File: config.mk
export PLATFORM = sky130hd
export DESIGN_NAME = mem_port_arb_flat
export DESIGN_NICKNAME = d
export VERILOG_FILES = /design/src/rtl/mem_port_arb_if.sv /design/src/rtl/mem_port_arb.sv /design/src/flat_wrapper.sv
export SDC_FILE = /design/constraint.sdc
export NUM_CORES = 1
export LEC_CHECK = 0
export ABC_AREA = 1
export BUFFER_PORTS_ARGS = -buffer_cell sky130_fd_sc_hd__clkbuf_2
export CAP_MARGIN = 20
export CORE_AREA = 2 2 93 95
export CTS_BUF_LIST = sky130_fd_sc_hd__clkbuf_4 sky130_fd_sc_hd__clkbuf_8
export CTS_CLUSTER_DIAMETER = 200
export CTS_CLUSTER_SIZE = 8
export DETAILED_ROUTE_END_ITERATION = 10
export DIE_AREA = 0 0 95 97
export MAX_ROUTING_LAYER = met4
export PLACE_DENSITY = 0.66
export SLEW_MARGIN = 0
export SYNTH_ARGS = -nofsm -noshare
export SYNTH_HDL_FRONTEND = slang
export SYNTH_SLANG_ARGS = --single-unit
File: constraint.sdc
create_clock -name clk -period 4.4 [get_ports clk]
set_input_delay 0.88 -clock clk [delete_from_list [all_inputs] [get_ports clk]]
set_output_delay 0.88 -clock clk [all_outputs]
set_load 0.005 [all_outputs]
File: src/rtl/mem_port_arb_if.sv
// Bundle of the load, store-commit, memory and response signals around the memory port arbiter.
// The slave modport is the arbiter's view; the master modport is the surrounding pipeline and memory.
interface mem_port_arb_if #(
  parameter int ADDR_W  = 32,
  parameter int DATA_W  = 32,
  parameter int MAX_OUT = 4
);
  localparam int CNT_W = $clog2(MAX_OUT) + 1;

  logic              ld_req_valid;
  logic [ADDR_W-1:0] ld_req_addr;
  logic              ld_req_ready;
  logic              st_req_valid;
  logic [ADDR_W-1:0] st_req_addr;
  logic [DATA_W-1:0] st_req_data;
  logic              st_urgent;
  logic              st_req_ready;
  logic              mem_req_valid;
  logic              mem_req_ready;
  logic              mem_req_we;
  logic [ADDR_W-1:0] mem_req_addr;
  logic [DATA_W-1:0] mem_req_wdata;
  logic              mem_rsp_valid;
  logic [DATA_W-1:0] mem_rsp_data;
  logic              ld_resp_valid;
  logic [DATA_W-1:0] ld_resp_data;
  logic              st_ack;
  logic              flush;
  logic [CNT_W-1:0]  outstanding;
  logic              protocol_err;

  modport slave (
    input  ld_req_valid, ld_req_addr, st_req_valid, st_req_addr, st_req_data, st_urgent,
    input  mem_req_ready, mem_rsp_valid, mem_rsp_data, flush,
    output ld_req_ready, st_req_ready, mem_req_valid, mem_req_we, mem_req_addr, mem_req_wdata,
    output ld_resp_valid, ld_resp_data, st_ack, outstanding, protocol_err
  );

  modport master (
    output ld_req_valid, ld_req_addr, st_req_valid, st_req_addr, st_req_data, st_urgent,
    output mem_req_ready, mem_rsp_valid, mem_rsp_data, flush,
    input  ld_req_ready, st_req_ready, mem_req_valid, mem_req_we, mem_req_addr, mem_req_wdata,
    input  ld_resp_valid, ld_resp_data, st_ack, outstanding, protocol_err
  );
endinterface

File: src/rtl/mem_port_arb.sv
// Shares one in-order memory port between loads and committed stores, routing responses back by tag FIFO.
// Request and response paths are combinational (zero latency); issue stalls on mem_req_ready or MAX_OUT in flight.
module mem_port_arb #(
  parameter int ADDR_W  = 32,
  parameter int DATA_W  = 32,
  parameter int MAX_OUT = 4
) (
  input  logic          clk,
  input  logic          rst,
  mem_port_arb_if.slave bus
);
  localparam int CNT_W = $clog2(MAX_OUT) + 1;
  localparam int PTR_W = $clog2(MAX_OUT);

  typedef enum logic {GNT_LD = 1'b0, GNT_ST = 1'b1} gnt_e;

  gnt_e               last_grant_q, last_grant_d;
  logic [CNT_W-1:0]   cnt_q, cnt_d;
  logic [PTR_W-1:0]   wr_ptr_q, wr_ptr_d;
  logic [PTR_W-1:0]   rd_ptr_q, rd_ptr_d;
  logic [MAX_OUT-1:0] is_load_q, is_load_d;
  logic [MAX_OUT-1:0] discard_q, discard_d;
  logic               perr_q, perr_d;

  logic              ld_elig, st_elig;
  logic              grant_ld, grant_st;
  logic              can_issue, fire;
  logic              fifo_empty, pop;
  logic              head_load, head_drop;
  logic [ADDR_W-1:0] req_addr;
  logic [DATA_W-1:0] req_wdata;

  // Loads are held off during flush so nothing pushed that cycle needs squashing.
  assign ld_elig  = bus.ld_req_valid && !bus.flush;
  assign st_elig  = bus.st_req_valid;
  assign grant_st = st_elig && (!ld_elig || bus.st_urgent || (last_grant_q == GNT_LD));
  assign grant_ld = ld_elig && !grant_st;

  // Registered count only: a pop in the full cycle frees a slot for the next cycle.
  assign can_issue = (cnt_q < CNT_W'(MAX_OUT));
  assign fire      = bus.mem_req_valid && bus.mem_req_ready;

  assign req_addr  = grant_st ? bus.st_req_addr : bus.ld_req_addr;
  assign req_wdata = grant_st ? bus.st_req_data : '0;

  assign bus.mem_req_valid = (grant_ld || grant_st) && can_issue;
  assign bus.mem_req_we    = grant_st;
  assign bus.mem_req_addr  = req_addr;
  assign bus.mem_req_wdata = req_wdata;
  assign bus.ld_req_ready  = fire && grant_ld;
  assign bus.st_req_ready  = fire && grant_st;

  assign fifo_empty = (cnt_q == '0);
  assign pop        = bus.mem_rsp_valid && !fifo_empty;
  assign head_load  = is_load_q[rd_ptr_q];
  assign head_drop  = discard_q[rd_ptr_q] || bus.flush;

  assign bus.ld_resp_valid = pop && head_load && !head_drop;
  assign bus.ld_resp_data  = bus.mem_rsp_data;
  assign bus.st_ack        = pop && !head_load;
  assign bus.outstanding   = cnt_q;
  assign bus.protocol_err  = perr_q;

  always_comb begin
    is_load_d    = is_load_q;
    discard_d    = discard_q;
    wr_ptr_d     = wr_ptr_q;
    rd_ptr_d     = rd_ptr_q;
    last_grant_d = last_grant_q;
    cnt_d        = cnt_q;
    perr_d       = perr_q || (bus.mem_rsp_valid && fifo_empty);

    if (bus.flush) begin
      discard_d = discard_q | is_load_q;
    end
    if (fire) begin
      is_load_d[wr_ptr_q] = grant_ld;
      discard_d[wr_ptr_q] = 1'b0;
      wr_ptr_d            = wr_ptr_q + PTR_W'(1);
      last_grant_d        = grant_st ? GNT_ST : GNT_LD;
    end
    if (pop) begin
      rd_ptr_d = rd_ptr_q + PTR_W'(1);
    end

    case ({fire, pop})
      2'b10:   cnt_d = cnt_q + CNT_W'(1);
      2'b01:   cnt_d = cnt_q - CNT_W'(1);
      default: cnt_d = cnt_q;
    endcase
  end

  always_ff @(posedge clk) begin
    if (rst) begin
      last_grant_q <= GNT_LD;
      cnt_q        <= '0;
      wr_ptr_q     <= '0;
      rd_ptr_q     <= '0;
      is_load_q    <= '0;
      discard_q    <= '0;
      perr_q       <= 1'b0;
    end else begin
      last_grant_q <= last_grant_d;
      cnt_q        <= cnt_d;
      wr_ptr_q     <= wr_ptr_d;
      rd_ptr_q     <= rd_ptr_d;
      is_load_q    <= is_load_d;
      discard_q    <= discard_d;
      perr_q       <= perr_d;
    end
  end
endmodule

File: src/flat_wrapper.sv
// flat-port wrapper written by rule: the top's interface ports become plain ports
module mem_port_arb_flat 
#(
  parameter int ADDR_W  = 32,
  parameter int DATA_W  = 32,
  parameter int MAX_OUT = 4
)
  (clk, rst, bus_ld_req_valid, bus_ld_req_addr, bus_st_req_valid, bus_st_req_addr, bus_st_req_data, bus_st_urgent, bus_mem_req_ready, bus_mem_rsp_valid, bus_mem_rsp_data, bus_flush, bus_ld_req_ready, bus_st_req_ready, bus_mem_req_valid, bus_mem_req_we, bus_mem_req_addr, bus_mem_req_wdata, bus_ld_resp_valid, bus_ld_resp_data, bus_st_ack, bus_outstanding, bus_protocol_err);
  mem_port_arb_if #(.ADDR_W(ADDR_W), .DATA_W(DATA_W), .MAX_OUT(MAX_OUT)) bus_i ();
  input  logic clk;
  input  logic rst;
  input wire logic [$bits(bus_i.ld_req_valid)-1:0] bus_ld_req_valid;
  input wire logic [$bits(bus_i.ld_req_addr)-1:0] bus_ld_req_addr;
  input wire logic [$bits(bus_i.st_req_valid)-1:0] bus_st_req_valid;
  input wire logic [$bits(bus_i.st_req_addr)-1:0] bus_st_req_addr;
  input wire logic [$bits(bus_i.st_req_data)-1:0] bus_st_req_data;
  input wire logic [$bits(bus_i.st_urgent)-1:0] bus_st_urgent;
  input wire logic [$bits(bus_i.mem_req_ready)-1:0] bus_mem_req_ready;
  input wire logic [$bits(bus_i.mem_rsp_valid)-1:0] bus_mem_rsp_valid;
  input wire logic [$bits(bus_i.mem_rsp_data)-1:0] bus_mem_rsp_data;
  input wire logic [$bits(bus_i.flush)-1:0] bus_flush;
  output wire logic [$bits(bus_i.ld_req_ready)-1:0] bus_ld_req_ready;
  output wire logic [$bits(bus_i.st_req_ready)-1:0] bus_st_req_ready;
  output wire logic [$bits(bus_i.mem_req_valid)-1:0] bus_mem_req_valid;
  output wire logic [$bits(bus_i.mem_req_we)-1:0] bus_mem_req_we;
  output wire logic [$bits(bus_i.mem_req_addr)-1:0] bus_mem_req_addr;
  output wire logic [$bits(bus_i.mem_req_wdata)-1:0] bus_mem_req_wdata;
  output wire logic [$bits(bus_i.ld_resp_valid)-1:0] bus_ld_resp_valid;
  output wire logic [$bits(bus_i.ld_resp_data)-1:0] bus_ld_resp_data;
  output wire logic [$bits(bus_i.st_ack)-1:0] bus_st_ack;
  output wire logic [$bits(bus_i.outstanding)-1:0] bus_outstanding;
  output wire logic [$bits(bus_i.protocol_err)-1:0] bus_protocol_err;
  assign bus_i.ld_req_valid = bus_ld_req_valid;
  assign bus_i.ld_req_addr = bus_ld_req_addr;
  assign bus_i.st_req_valid = bus_st_req_valid;
  assign bus_i.st_req_addr = bus_st_req_addr;
  assign bus_i.st_req_data = bus_st_req_data;
  assign bus_i.st_urgent = bus_st_urgent;
  assign bus_i.mem_req_ready = bus_mem_req_ready;
  assign bus_i.mem_rsp_valid = bus_mem_rsp_valid;
  assign bus_i.mem_rsp_data = bus_mem_rsp_data;
  assign bus_i.flush = bus_flush;
  assign bus_ld_req_ready = bus_i.ld_req_ready;
  assign bus_st_req_ready = bus_i.st_req_ready;
  assign bus_mem_req_valid = bus_i.mem_req_valid;
  assign bus_mem_req_we = bus_i.mem_req_we;
  assign bus_mem_req_addr = bus_i.mem_req_addr;
  assign bus_mem_req_wdata = bus_i.mem_req_wdata;
  assign bus_ld_resp_valid = bus_i.ld_resp_valid;
  assign bus_ld_resp_data = bus_i.ld_resp_data;
  assign bus_st_ack = bus_i.st_ack;
  assign bus_outstanding = bus_i.outstanding;
  assign bus_protocol_err = bus_i.protocol_err;
  mem_port_arb #(.ADDR_W(ADDR_W), .DATA_W(DATA_W), .MAX_OUT(MAX_OUT)) u_core (.clk(clk), .rst(rst), .bus(bus_i));
endmodule
## Yosys cells after proc, flatten, opt, wreduce, memory -nomap -nowiden

Cells that the tools add are included.

- Register bits: 17
- Word-level logic and storage cells: 60

- Mux-type cells: 13
- $lt $le $gt $ge: 4
- $add $sub $neg: 4
- Reduce and logical (&&, ||, !) cells: 26
- Equality and inequality tests: 2
- Bitwise logic cells: 4

Operators with widths:

| cell | number |
|---|---|
| $mux 32 | 2 |
| $logic_and 1x1->1 | 13 |
| $mux 4 | 2 |
| $logic_not 1->1 | 6 |
| $lt 2x3->1 const B | 2 |
| $pmux 3 s2 | 1 |
| $logic_or 1x1->1 | 5 |
| $add 2x1->2 const B | 2 |
| $and 4x4->4 | 1 |
| $bmux 1 s2 | 2 |
| $bwmux 4 | 1 |
| $mux 1 | 4 |
| $not 4->4 | 1 |
| $or 4x4->4 | 1 |
| $add 3x1->3 const B | 1 |
| $logic_not 3->1 | 1 |
| $lt 3x3->1 const B | 1 |
| $sub 3x1->3 const B | 1 |
| $demux 1 s2 | 1 |
| $eq 2x1->1 const B | 1 |
| $eq 2x2->1 const B | 1 |
| $ge 2x1->1 const B | 1 |
| $reduce_bool 2->1 | 1 |
| $not 1->1 | 1 |

## Depth between registers and ports, before layout

- Depth in word-level cells: 13
- Depth in mapped cells: 12

## Worst setup path after synthesis

Ideal clock, no wire load.

- Path type: input-to-output
- Start: input bus_flush
- End: output bus_mem_req_addr[11]
- Required time: 3.520 ns
- Data arrival time: 1.579 ns
- Path slack: 1.941 ns
- Buffers on the path: 2
- Cell stages on the path: 7
- Path through: inv_2 nand2_2 o21ai_2 buf_6 buf_6 nand2_1 nand2_1

- Longest elaborated chain between the ends: 7

RTL lines:

| item | line | RTL |
|---|---|---|
| start, declared | flat_wrapper.sv:21 | `input wire logic [$bits(bus_i.flush)-1:0] bus_flush;` |
| $logic_not 1->1 | mem_port_arb.sv:34 | `assign ld_elig = bus.ld_req_valid && !bus.flush;` |
| $logic_and 1x1->1 | mem_port_arb.sv:34 |  |
| $logic_not 1->1 | mem_port_arb.sv:36 | `assign grant_st = st_elig && (!ld_elig \|\| bus.st_urgent \|\| (last_grant_q == GNT_LD));` |
| $logic_or 1x1->1 (2 in series) | mem_port_arb.sv:36 |  |
| $logic_and 1x1->1 | mem_port_arb.sv:36 |  |
| $mux 32 | mem_port_arb.sv:43 | `assign req_addr = grant_st ? bus.st_req_addr : bus.ld_req_addr;` |
| end, declared | flat_wrapper.sv:26 | `output wire logic [$bits(bus_i.mem_req_addr)-1:0] bus_mem_req_addr;` |

Every way passes these cells.

## Worst setup path after layout

- Start: input bus_flush
- End: output bus_mem_req_addr[4]

Same word-level chain as after synthesis.

==> summary.md <==
| Metric | Value |
|---|---|
| Setup TNS | 0 ns |
| GRT Total Usage | 14.89% |
| Post-CTS Resized | 0 |
| Clock tree buffer depth | 2 |
| Remaining DRCs | 0 |
| Post-Synthesis Cells | roughly 340 |
| Vias per inst | slightly above 4 |
| Hold_buf cts | 0 |
| Required time of the critical path | approximately 3.5 ns |
| # nets final | approximately 600 |
| Starting Density | about 23% |
| Syn. warnings | 0 |
| Register area share after synthesis | between 10% and 20% |
| Root Buffer | clkbuf_8 |
| Slew Viols, Final | 0 |
| Pre-CTS setup slack | about 1.3 ns |
| Largest net degree at the start of global routing | 42 |
| First-pass GRT wire length | 10540 um |
| H-tree depth | 1 |
| Final GP Congestion | ~0.86 |
| Largest area contributor in the netlist | nand2_1 |
| Routed WL | roughly 7300 um |
| Layout overhead on the synthesized area | 41.94% |
| Skew-Pair Late Insertion Delay | 0.25 ns |
| Peak Freq | 324.1 MHz |
| Setup Buffers After CTS | 0 |
| DP Area | roughly 2600 um2 |
| Worst Hold Class | register to register |
| Number of CTS-inserted buffers | 3 |
| CTS tree | done |
| CP max FO | 33 |
| Detailed Routing Iterations Pass 1 | 4 |
| Synth Net Count | around 480 |
| Library cells used by synthesis | 20 |
| Vias in the first global route | between 2000 and 2500 |
| Synth area leaders | nand2_1 25%, dfxtp_1 18%, buf_4 14% |
| Post-route minimum period | approximately 3 ns |
| P per Cell Area | approximately 240 nW/um2 |
| Seq cells post-synth | 17 |
| CP Class | input port to primary output |
| Rows | 33 |
| Max IR drop VDD | 0.2066 mV |
| IO buf count | between 150 and 200 |
| Final Cell Area | between 2000 and 3000 um2 |
| Layout Skew | 0.0005556 ns |
| Worst Tran Pin Value | a little over 0.5 ns |
| Worst setup SP type | input port |
| Post-DP HPWL | roughly 6500 um |
| Num Clock Sinks | 17 |
| CORE AREA | just over 8000 um2 |
| Status | complete, no violations |
| Fraction of layout cells with a size suffix above 1 | 40.63% |
| Pleak | between 1.5 and 2 nW |
| DIE AREA | about 9200 um2 |
| Period Utilization, post-route | 70.12% |
| Antenna violations before repair | 3 |
| Initial DRC count | 45 |
| Die width | ~95 um |
| RSZ-0062 raised after global routing | no |
| Wire per inst | 12.48 um |
| Top-area cell type share of the netlist area | between 20% and 30% |
| CTS clk-pin slew, worst paths | 0.06 ns |
| Rel. slew slack | 66.32% |
| Final hold viol count | 0 |
| Post-route antenna net violation count | 0 |
| Worst Setup End Kind | primary output |
| Final WS setup | 1.315 ns |
| Die height | between 90 and 100 um |
| Overall power | between 0.0006 and 0.0007 W |
| Final core utilization | between 30% and 40% |
| Max-Cap Viols | 0 |
| IO Count | between 200 and 250 |
| DR vias | 2368 |
| Avg Cell Area, Syn | roughly 5.5 um2 |
| Setup Viol. Count Final | 0 |
| Total grt overflow | 0 |
| Mapped Area | approximately 1800 um2 |
| WP data arrival | approximately 2.2 ns |
[cell usage in the layout (no fill, tap or decap), drive strengths merged]
cell type	n
nor2	44
nand4	3
diode	3
fa	1
inv	61
ha	5
nand2	124
nand3	12
a21oi	15
o21ai	8
clkbuf	181
buf	2
o21bai	2
dfxtp	17
[registers in the layout (all words and copies together) (netlist names)]
register                 cells
u_core.discard_q             4
u_core.is_load_q             4
u_core.bus.outstanding       3
u_core.rd_ptr_q              2
u_core.wr_ptr_q              2
u_core.bus.protocol_err      1
u_core.last_grant_q          1
[cell type report]
cell class / instances / area (um2)
Antenna cell: 3 / 7.507
Clock buffer: 4 / 48.80
Fill cell: 961 / 5513
Inverter: 61 / 229.0
Multi-Input combinational cell: 214 / 963.4
Sequential cell: 17 / 340.3
Tap cell: 105 / 131.4
Timing Repair Buffer: 179 / 900.9
[stage by stage]
step,hold slack [ns],instances
2_1_floorplan,0.4393,335
6_report,0.4488,583
5_1_grt,0.4766,583
3_5_place_dp,0.4442,576
4_1_cts,0.4542,580
3_3_place_gp,0.4442,576
[synthesized netlist by cell type (all sizes together)]
| cell type | count |
|---|---|
| fa | 1 |
| a21oi | 15 |
| nand2 | 124 |
| nand3 | 12 |
| o21bai | 2 |
| ha | 5 |
| dfxtp | 17 |
| o21ai | 8 |
| nor2 | 44 |
| buf | 43 |
| inv | 61 |
| nand4 | 3 |
[logic make-up (layout without fill, tap and decap cells)]
family	after synthesis	in the layout	synth area share (%)
AO/OA/AOI/OAI	25	25	7.249
buffers and inverters	104	244	29.81
AND/OR/NAND/NOR	183	183	40.04
flip-flops	17	17	18.43
adder cells (fa/ha/maj)	6	6	4.472
other	0	3	0
[where the power goes]
group          leakage (nW)  switching, W  internal [W]
Combinational          1.57      0.000179      0.000136
Clock                0.0262     0.0000516     0.0000704
Sequential            0.139     0.0000203      0.000180
[per-layer routing]
| layer | global-route usage [%] | vias to the layer above | part of all wire (%) | wire length (um) |
|---|---|---|---|---|
| met5 | - | - | 0 | 0 |
| met4 | 3.344 | 0 | 1.6 | 115 |
| met3 | 4.751 | 11 | 11 | 781 |
| met2 | 27.71 | 117 | 51 | 3682 |
| met1 | 14.83 | 1006 | 37 | 2697 |
| li1 | - | 1234 | - | - |
[worst max-delay path: stages]
cell and delay [ns]:
clkbuf_2 0.11, inv_2 0.09, nand2_2 0.09, o21ai_4 0.15
buf_4 0.27, inv_2 0.27, nand2_1 0.13, nand2_1 0.09
clkbuf_2 0.12
[path summary, 6_finish.rpt]
kind                             startpoint                   endpoint  slack (ns)  cells after the start
setup / recovery                  bus_flush        bus_mem_req_addr[4]        1.31                      9
hold / removal      u_core.bus.protocol_err    u_core.bus.protocol_err        0.45                      2
setup reg to reg  u_core.bus.outstanding[2]  u_core.bus.outstanding[2]        2.47                     12
hold reg to reg     u_core.bus.protocol_err    u_core.bus.protocol_err        0.45                      2
Power figures use the tool's default switching activity.
